## config.mk

```make
export PLATFORM = sky130hd
export DESIGN_NAME = rfid_link_timing_ctrl
export DESIGN_NICKNAME = d
export VERILOG_FILES = /design/src/rtl/rfid_link_timing_ctrl.sv
export SDC_FILE = /design/constraint.sdc
export NUM_CORES = 1
export LEC_CHECK = 0
export ABC_AREA = 1
export CAP_MARGIN = 15
export CORE_ASPECT_RATIO = 0.7
export CORE_MARGIN = 8
export CORE_UTILIZATION = 37
export DETAILED_ROUTE_END_ITERATION = 8
export PLACE_DENSITY = 0.87
export SLEW_MARGIN = 20
export SYNTH_ARGS = -nofsm -noshare
export SYNTH_HDL_FRONTEND = slang
export SYNTH_SLANG_ARGS = --single-unit
export TNS_END_PERCENT = 1
```

## constraint.sdc

```tcl
create_clock -name Clk -period 1.6 [get_ports Clk]
set_input_delay 0.16 -clock Clk [delete_from_list [all_inputs] [get_ports Clk]]
set_output_delay 0.16 -clock Clk [all_outputs]
set_load 0.005 [all_outputs]
```

## src/rtl/rfid_link_timing_ctrl.sv

```systemverilog
// Reader-side link-timing sequencer: reply wait (T1), tag frame reception and
// reader turnaround windows, driving a shared down-count timer.
module rfid_link_timing_ctrl #(
    parameter int unsigned MAX_RETRY = 3,
    parameter int unsigned MIN_LOAD  = 3
) (
    input  logic        Clk,
    input  logic        Reset,
    input  logic        CmdDone,
    input  logic        ReplyExpected,
    input  logic        RxPreambleDet,
    input  logic        RxDone,
    input  logic        RxCrcErr,
    input  logic        Abort,
    input  logic [15:0] T1Max,
    input  logic [15:0] FrameMax,
    input  logic [15:0] TurnMin,
    input  logic        TimedOut,
    output logic [15:0] TimerIn,
    output logic        TimerStart,
    output logic        TxReady,
    output logic        Busy,
    output logic        ReplyOk,
    output logic        ReplyErr,
    output logic        NoReply,
    output logic        RetryReq,
    output logic [3:0]  RetryCnt,
    output logic [2:0]  DbgState
);

    typedef enum logic [2:0] {
        S_IDLE,
        S_ARM,
        S_WAIT_REPLY,
        S_RX_FRAME,
        S_TURNAROUND
    } stateT;

    localparam logic [15:0] MinLoad  = 16'(MIN_LOAD);
    localparam logic [3:0]  MaxRetry = 4'(MAX_RETRY);

    stateT       state;
    stateT       armTarget;
    logic        armReq;
    stateT       armTo;
    logic [15:0] armSrc;

    function automatic logic [15:0] clampLoad(input logic [15:0] v);
        return (v < MinLoad) ? MinLoad : v;
    endfunction

    assign DbgState = state;

    // Timer protocol: TimerIn is loaded in the ARM cycle while TimerStart is
    // low, so every window starts with a fresh load on the next rising edge of
    // TimerStart; TimedOut is only honoured while a timed state holds it high.
    always_comb begin
        armReq = 1'b0;
        armTo  = S_TURNAROUND;
        armSrc = TurnMin;
        case (state)
            S_IDLE: begin
                if (CmdDone) begin
                    armReq = 1'b1;
                    if (ReplyExpected) begin
                        armTo  = S_WAIT_REPLY;
                        armSrc = T1Max;
                    end
                end
            end
            S_WAIT_REPLY: begin
                if (RxPreambleDet) begin
                    armReq = 1'b1;
                    armTo  = S_RX_FRAME;
                    armSrc = FrameMax;
                end else if (TimedOut && (RetryCnt >= MaxRetry)) begin
                    armReq = 1'b1;
                end
            end
            S_RX_FRAME: begin
                if (RxDone || TimedOut) begin
                    armReq = 1'b1;
                end
            end
            default: ;
        endcase
    end

    always_ff @(posedge Clk or posedge Reset) begin
        if (Reset) begin
            state      <= S_IDLE;
            armTarget  <= S_IDLE;
            TimerIn    <= '0;
            TimerStart <= 1'b0;
            TxReady    <= 1'b1;
            Busy       <= 1'b0;
            ReplyOk    <= 1'b0;
            ReplyErr   <= 1'b0;
            NoReply    <= 1'b0;
            RetryReq   <= 1'b0;
            RetryCnt   <= '0;
        end else begin
            ReplyOk  <= 1'b0;
            ReplyErr <= 1'b0;
            NoReply  <= 1'b0;
            RetryReq <= 1'b0;
            if (Abort) begin
                state      <= S_IDLE;
                TimerStart <= 1'b0;
                TxReady    <= 1'b1;
                Busy       <= 1'b0;
                RetryCnt   <= '0;
            end else begin
                case (state)
                    S_ARM: begin
                        state      <= armTarget;
                        TimerStart <= 1'b1;
                    end
                    S_WAIT_REPLY: begin
                        if (!RxPreambleDet && TimedOut) begin
                            if (RetryCnt < MaxRetry) begin
                                RetryReq   <= 1'b1;
                                RetryCnt   <= RetryCnt + 4'd1;
                                state      <= S_IDLE;
                                TimerStart <= 1'b0;
                                TxReady    <= 1'b1;
                                Busy       <= 1'b0;
                            end else begin
                                NoReply  <= 1'b1;
                                RetryCnt <= '0;
                            end
                        end
                    end
                    S_RX_FRAME: begin
                        if (RxDone) begin
                            if (RxCrcErr) begin
                                ReplyErr <= 1'b1;
                            end else begin
                                ReplyOk  <= 1'b1;
                                RetryCnt <= '0;
                            end
                        end else if (TimedOut) begin
                            ReplyErr <= 1'b1;
                        end
                    end
                    S_TURNAROUND: begin
                        if (TimedOut) begin
                            state      <= S_IDLE;
                            TimerStart <= 1'b0;
                            TxReady    <= 1'b1;
                            Busy       <= 1'b0;
                        end
                    end
                    default: ;
                endcase
                // Any window change passes through ARM with the timer stopped.
                if (armReq) begin
                    state      <= S_ARM;
                    armTarget  <= armTo;
                    TimerIn    <= clampLoad(armSrc);
                    TimerStart <= 1'b0;
                    Busy       <= 1'b1;
                    TxReady    <= 1'b0;
                end
            end
        end
    end

endmodule

```

==> impl_table.tex <==
\begin{tabular}{lr}
\hline
Metric & Value \\
\hline
\multicolumn{2}{l}{\textbf{Outcome}} \\
\quad Outcome & finished, violations left \\
\quad Violated checks & negative setup slack \\
\multicolumn{2}{l}{\textbf{Placement}} \\
\quad Routability-driven placement congestion ratio & 0.9025 \\
\quad HPWL after detailed placement & 5.487 mm \\
\quad Worst setup slack before clock tree synthesis & -0.3364 ns \\
\quad Number of input and output port buffers inserted & 86 \\
\multicolumn{2}{l}{\textbf{Hold path}} \\
\quad Class of the tightest hold or removal check & input pin to asynchronous set/reset pin \\
\multicolumn{2}{l}{\textbf{Power}} \\
\quad Total leakage power & 1.730 nW \\
\quad Power per unit of standard cell area & 1112 nW/µm² \\
\quad Worst vdd rail ir drop & 671.0 µV \\
\quad Power Total & 3.975 mW \\
\multicolumn{2}{l}{\textbf{Cells and area}} \\
\quad Layout net count & 465 \\
\quad Proportion of layout cells with a drive suffix above 1 & 27.70\% \\
\quad Number of diodes added for antenna fixing & 0 \\
\quad Area growth, synth to finish & 90.85\% \\
\quad Number of filler cells placed in the layout & 332 \\
\quad FF/Latch Area & 828.3 µm² \\
\quad Footprint of the multi-input gates & 1116 µm² \\
\multicolumn{2}{l}{\textbf{Logic synthesis}} \\
\quad Number of synthesized flops with an enable pin & 0 \\
\quad Post-synth net total & 319 \\
\quad Synth async-reset ratio & 100.0\% \\
\quad Top-count cell post-synth & nand2\_1 \\
\quad Main area contributors after synthesis & dfrtp\_1, nand2\_1, nand3\_1 \\
\quad Post-synthesis average cell area & 7.176 µm² \\
\quad Mapped Area & 1873 µm² \\
\quad Post-synth top area cell & dfrtp\_1 \\
\quad Mapped Cells & 261 \\
\quad Warnings from Yosys & 0 \\
\quad Flops \& latches, synth & 33 \\
\quad Most instantiated flip-flop cell in the synthesis netlist & dfrtp\_1 \\
\quad Register area share after synthesis & 44.15\% \\
\quad Most frequent cells after synthesis & nand2\_1, nand3\_1, dfrtp\_1 \\
\quad Netlist cell types & 26 \\
\quad Proportion of netlist area held by the largest area contributor & 42.75\% \\
\multicolumn{2}{l}{\textbf{Clock tree}} \\
\quad Number of H-tree levels & 2 \\
\quad Hold-fix buffers, CTS & 0 \\
\quad Clock tree from TritonCTS & built \\
\quad Clock latency on the worst-skew pair & 0.29 ns \\
\quad Maximum clock path buffer count & 2 \\
\quad Post-CTS clock slew at the launch and capture registers of the worst setup and hold paths & 0.07 ns \\
\quad Clock tree sinks & 33 \\
\quad Root buf cell & clkbuf\_8 \\
\quad Clock buffers created by TritonCTS & 5 \\
\multicolumn{2}{l}{\textbf{Global route}} \\
\quad Largest net degree at the start of global routing & 20 \\
\quad Total overflow reported by the global router & 0 \\
\quad Global-route wire length before repair & 11.73 mm \\
\quad Number of global-route vias before repair & 2,433 \\
\quad Number of antenna violations at the first check in global routing & 0 \\
\quad Total routing usage reported by global routing & 19.96\% \\
\multicolumn{2}{l}{\textbf{Floorplanning}} \\
\quad Cell Rows & 21 \\
\quad Overall die height & 75.53 µm \\
\quad Initial Util & 38.74\% \\
\quad Die Outline Area & 7632 µm² \\
\quad Area of the core region & 4835 µm² \\
\quad X dimension of the die & 101.0 µm \\
\quad Ports & 87 \\
\multicolumn{2}{l}{\textbf{Critical path}} \\
\quad Arrival time of data at the critical path endpoint & 2.06 ns \\
\quad Kind of critical path & flip-flop to flip-flop \\
\quad Sort of element at the start of the critical path & flip-flop \\
\quad Worst-case register-to-register setup slack & -0.24 ns \\
\quad CP Capture Type & flip-flop \\
\quad Highest net fanout along the worst path & 6 \\
\quad Data required time of the critical path & 1.83 ns \\
\multicolumn{2}{l}{\textbf{Flow run}} \\
\quad Max capacitance violation total & 0 \\
\multicolumn{2}{l}{\textbf{Route}} \\
\quad Number of optimization iterations in the first detailed-route pass & 5 \\
\quad Routed wirelength normalized by instance count & 17.09 µm \\
\quad Antenna-violating nets left & 0 \\
\quad Count of unresolved DRC violations after routing & 0 \\
\quad Violation count after the first detailed-routing iteration & 244 \\
\quad Drt total wl & 8.150 mm \\
\quad Routed via count divided by cell count & 5.088 \\
\quad Via count & 2,427 \\
\multicolumn{2}{l}{\textbf{STA}} \\
\quad Hold violation count in the final report & 0 \\
\quad Unrepaired setup endpoints after global routing & true \\
\quad Post-route clock period utilization & 114.9\% \\
\quad Measured slew at the worst slew-check pin & 0.3368 ns \\
\quad Total of endpoints with negative setup slack in the final report & 25 \\
\quad Worst setup slack after layout & -0.2377 ns \\
\quad Number of max-slew violations in the final report & 0 \\
\quad Worst-case headroom to the max-slew limit & 77.40\% \\
\quad Max frequency & 544.2 MHz \\
\quad Setup tns final & -2.774 ns \\
\quad Worst Hold Slack & 0.1234 ns \\
\quad Worst-case clock skew & 0.005683 ns \\
\quad Final critical-path required period & 1.838 ns \\
\hline
\end{tabular}
==> metal layers <==
| layer | GRT usage, % | up-vias | wire length, µm |
|---|---|---|---|
| li1 | - | 1130 | - |
| met1 | 22.28 | 1135 | 3142 |
| met2 | 35.54 | 132 | 4099 |
| met3 | 4.927 | 30 | 626 |
| met4 | 9.524 | 0 | 282 |
| met5 | 0 | - | 0 |
==> worst max-delay path, stage by stage (launching register included) <==
cell and delay, ns:
dfrtp_1 0.42, nor2_4 0.20, buf_4 0.16, nand3_4 0.12, buf_4 0.18, nand3_4 0.07
nand3_4 0.09, nor2_2 0.12, nand2_1 0.08, nor2_2 0.12, nand2_2 0.09, a21oi_2 0.12
==> area by class of cell <==
type                    count  share of cell area (%)
repair buffers            145                   37.77
clock inverters             1                  0.8400
multi-input cells         202                   31.22
inverters                  20                   2.170
clock buffers               7                   2.415
flip-flops and latches     33                   23.17
well taps                  69                   2.415
==> state kept, by name, indices dropped and copies added, names as in the netlist <==
name / flops
Busy: 1
DbgState: 3
ReplyOk: 1
TxReady: 1
ReplyErr: 1
RetryCnt: 4
RetryReq: 1
TimerIn: 16
armTarget: 3
TimerStart: 1
NoReply: 1
==> power breakdown <==
part	internal (mW)	switching [mW]	total (mW)	leakage, nW
Combinational	1.05	0.840	1.89	1.25
Clock	0.508	0.326	0.834	0.0585
Sequential	1.09	0.166	1.25	0.422
Total	2.64	1.33	3.98	1.73
==> cells in the final DEF (no fill, tap or decap), drive strengths merged, types with 4 or more instances in the layout <==
master / count
nand2: 104
clkdlybuf4s50: 85
buf: 59
nand3: 48
dfrtp: 32
nor2: 27
inv: 20
clkbuf: 7
nor3: 6
o21ai: 6
a21oi: 4
==> what timing repair did <==
action | in CTS | in global routing
endpoints found under the setup margin | 27 | 31
buffers inserted | 6 | 6
gates cloned | 2 | 0
gates resized for setup | 24 | 26
pin swaps | 6 | 10
==> worst paths after layout <==
path,startpoint,to,depth (start not counted)
worst max-delay path,DbgState[0]$_DFFE_PP0P_,TimerIn[0]$_DFFE_PP0P_,11
max in group asynchronous,Reset,DbgState[1]$_DFFE_PP0P_,3
min in group Clk,Busy$_DFFE_PP0P_,Busy$_DFFE_PP0P_,2
worst min register to register,Busy$_DFFE_PP0P_,Busy$_DFFE_PP0P_,2
worst max register to register,DbgState[0]$_DFFE_PP0P_,TimerIn[0]$_DFFE_PP0P_,11
worst min-delay path,Reset,TimerIn[13]$_DFFE_PP0P_,2
==> per-stage QoR <==
| step | std cells | cell area, µm² | util [%] |
|---|---|---|---|
| 2_1_floorplan | 261 | 1873 | - |
| 3_3_place_gp | 455 | 3138 | 64.91 |
| 3_5_place_dp | 455 | 3138 | 64.91 |
| 4_1_cts | 471 | 3422 | 70.78 |
| 5_1_grt | 477 | 3575 | 73.94 |
| 6_report | 477 | 3575 | 73.94 |
==> logic make-up after synthesis <==
logic type | after synthesis | synth area share (%)
and+or+nand+nor | 186 | 44.09
AOI/OAI and AO/OA | 13 | 3.875
buffers and inverters | 28 | 7.214
DFF | 33 | 44.16
adders and majority gates | 1 | 0.6679
(Power assumes the default switching activity.)
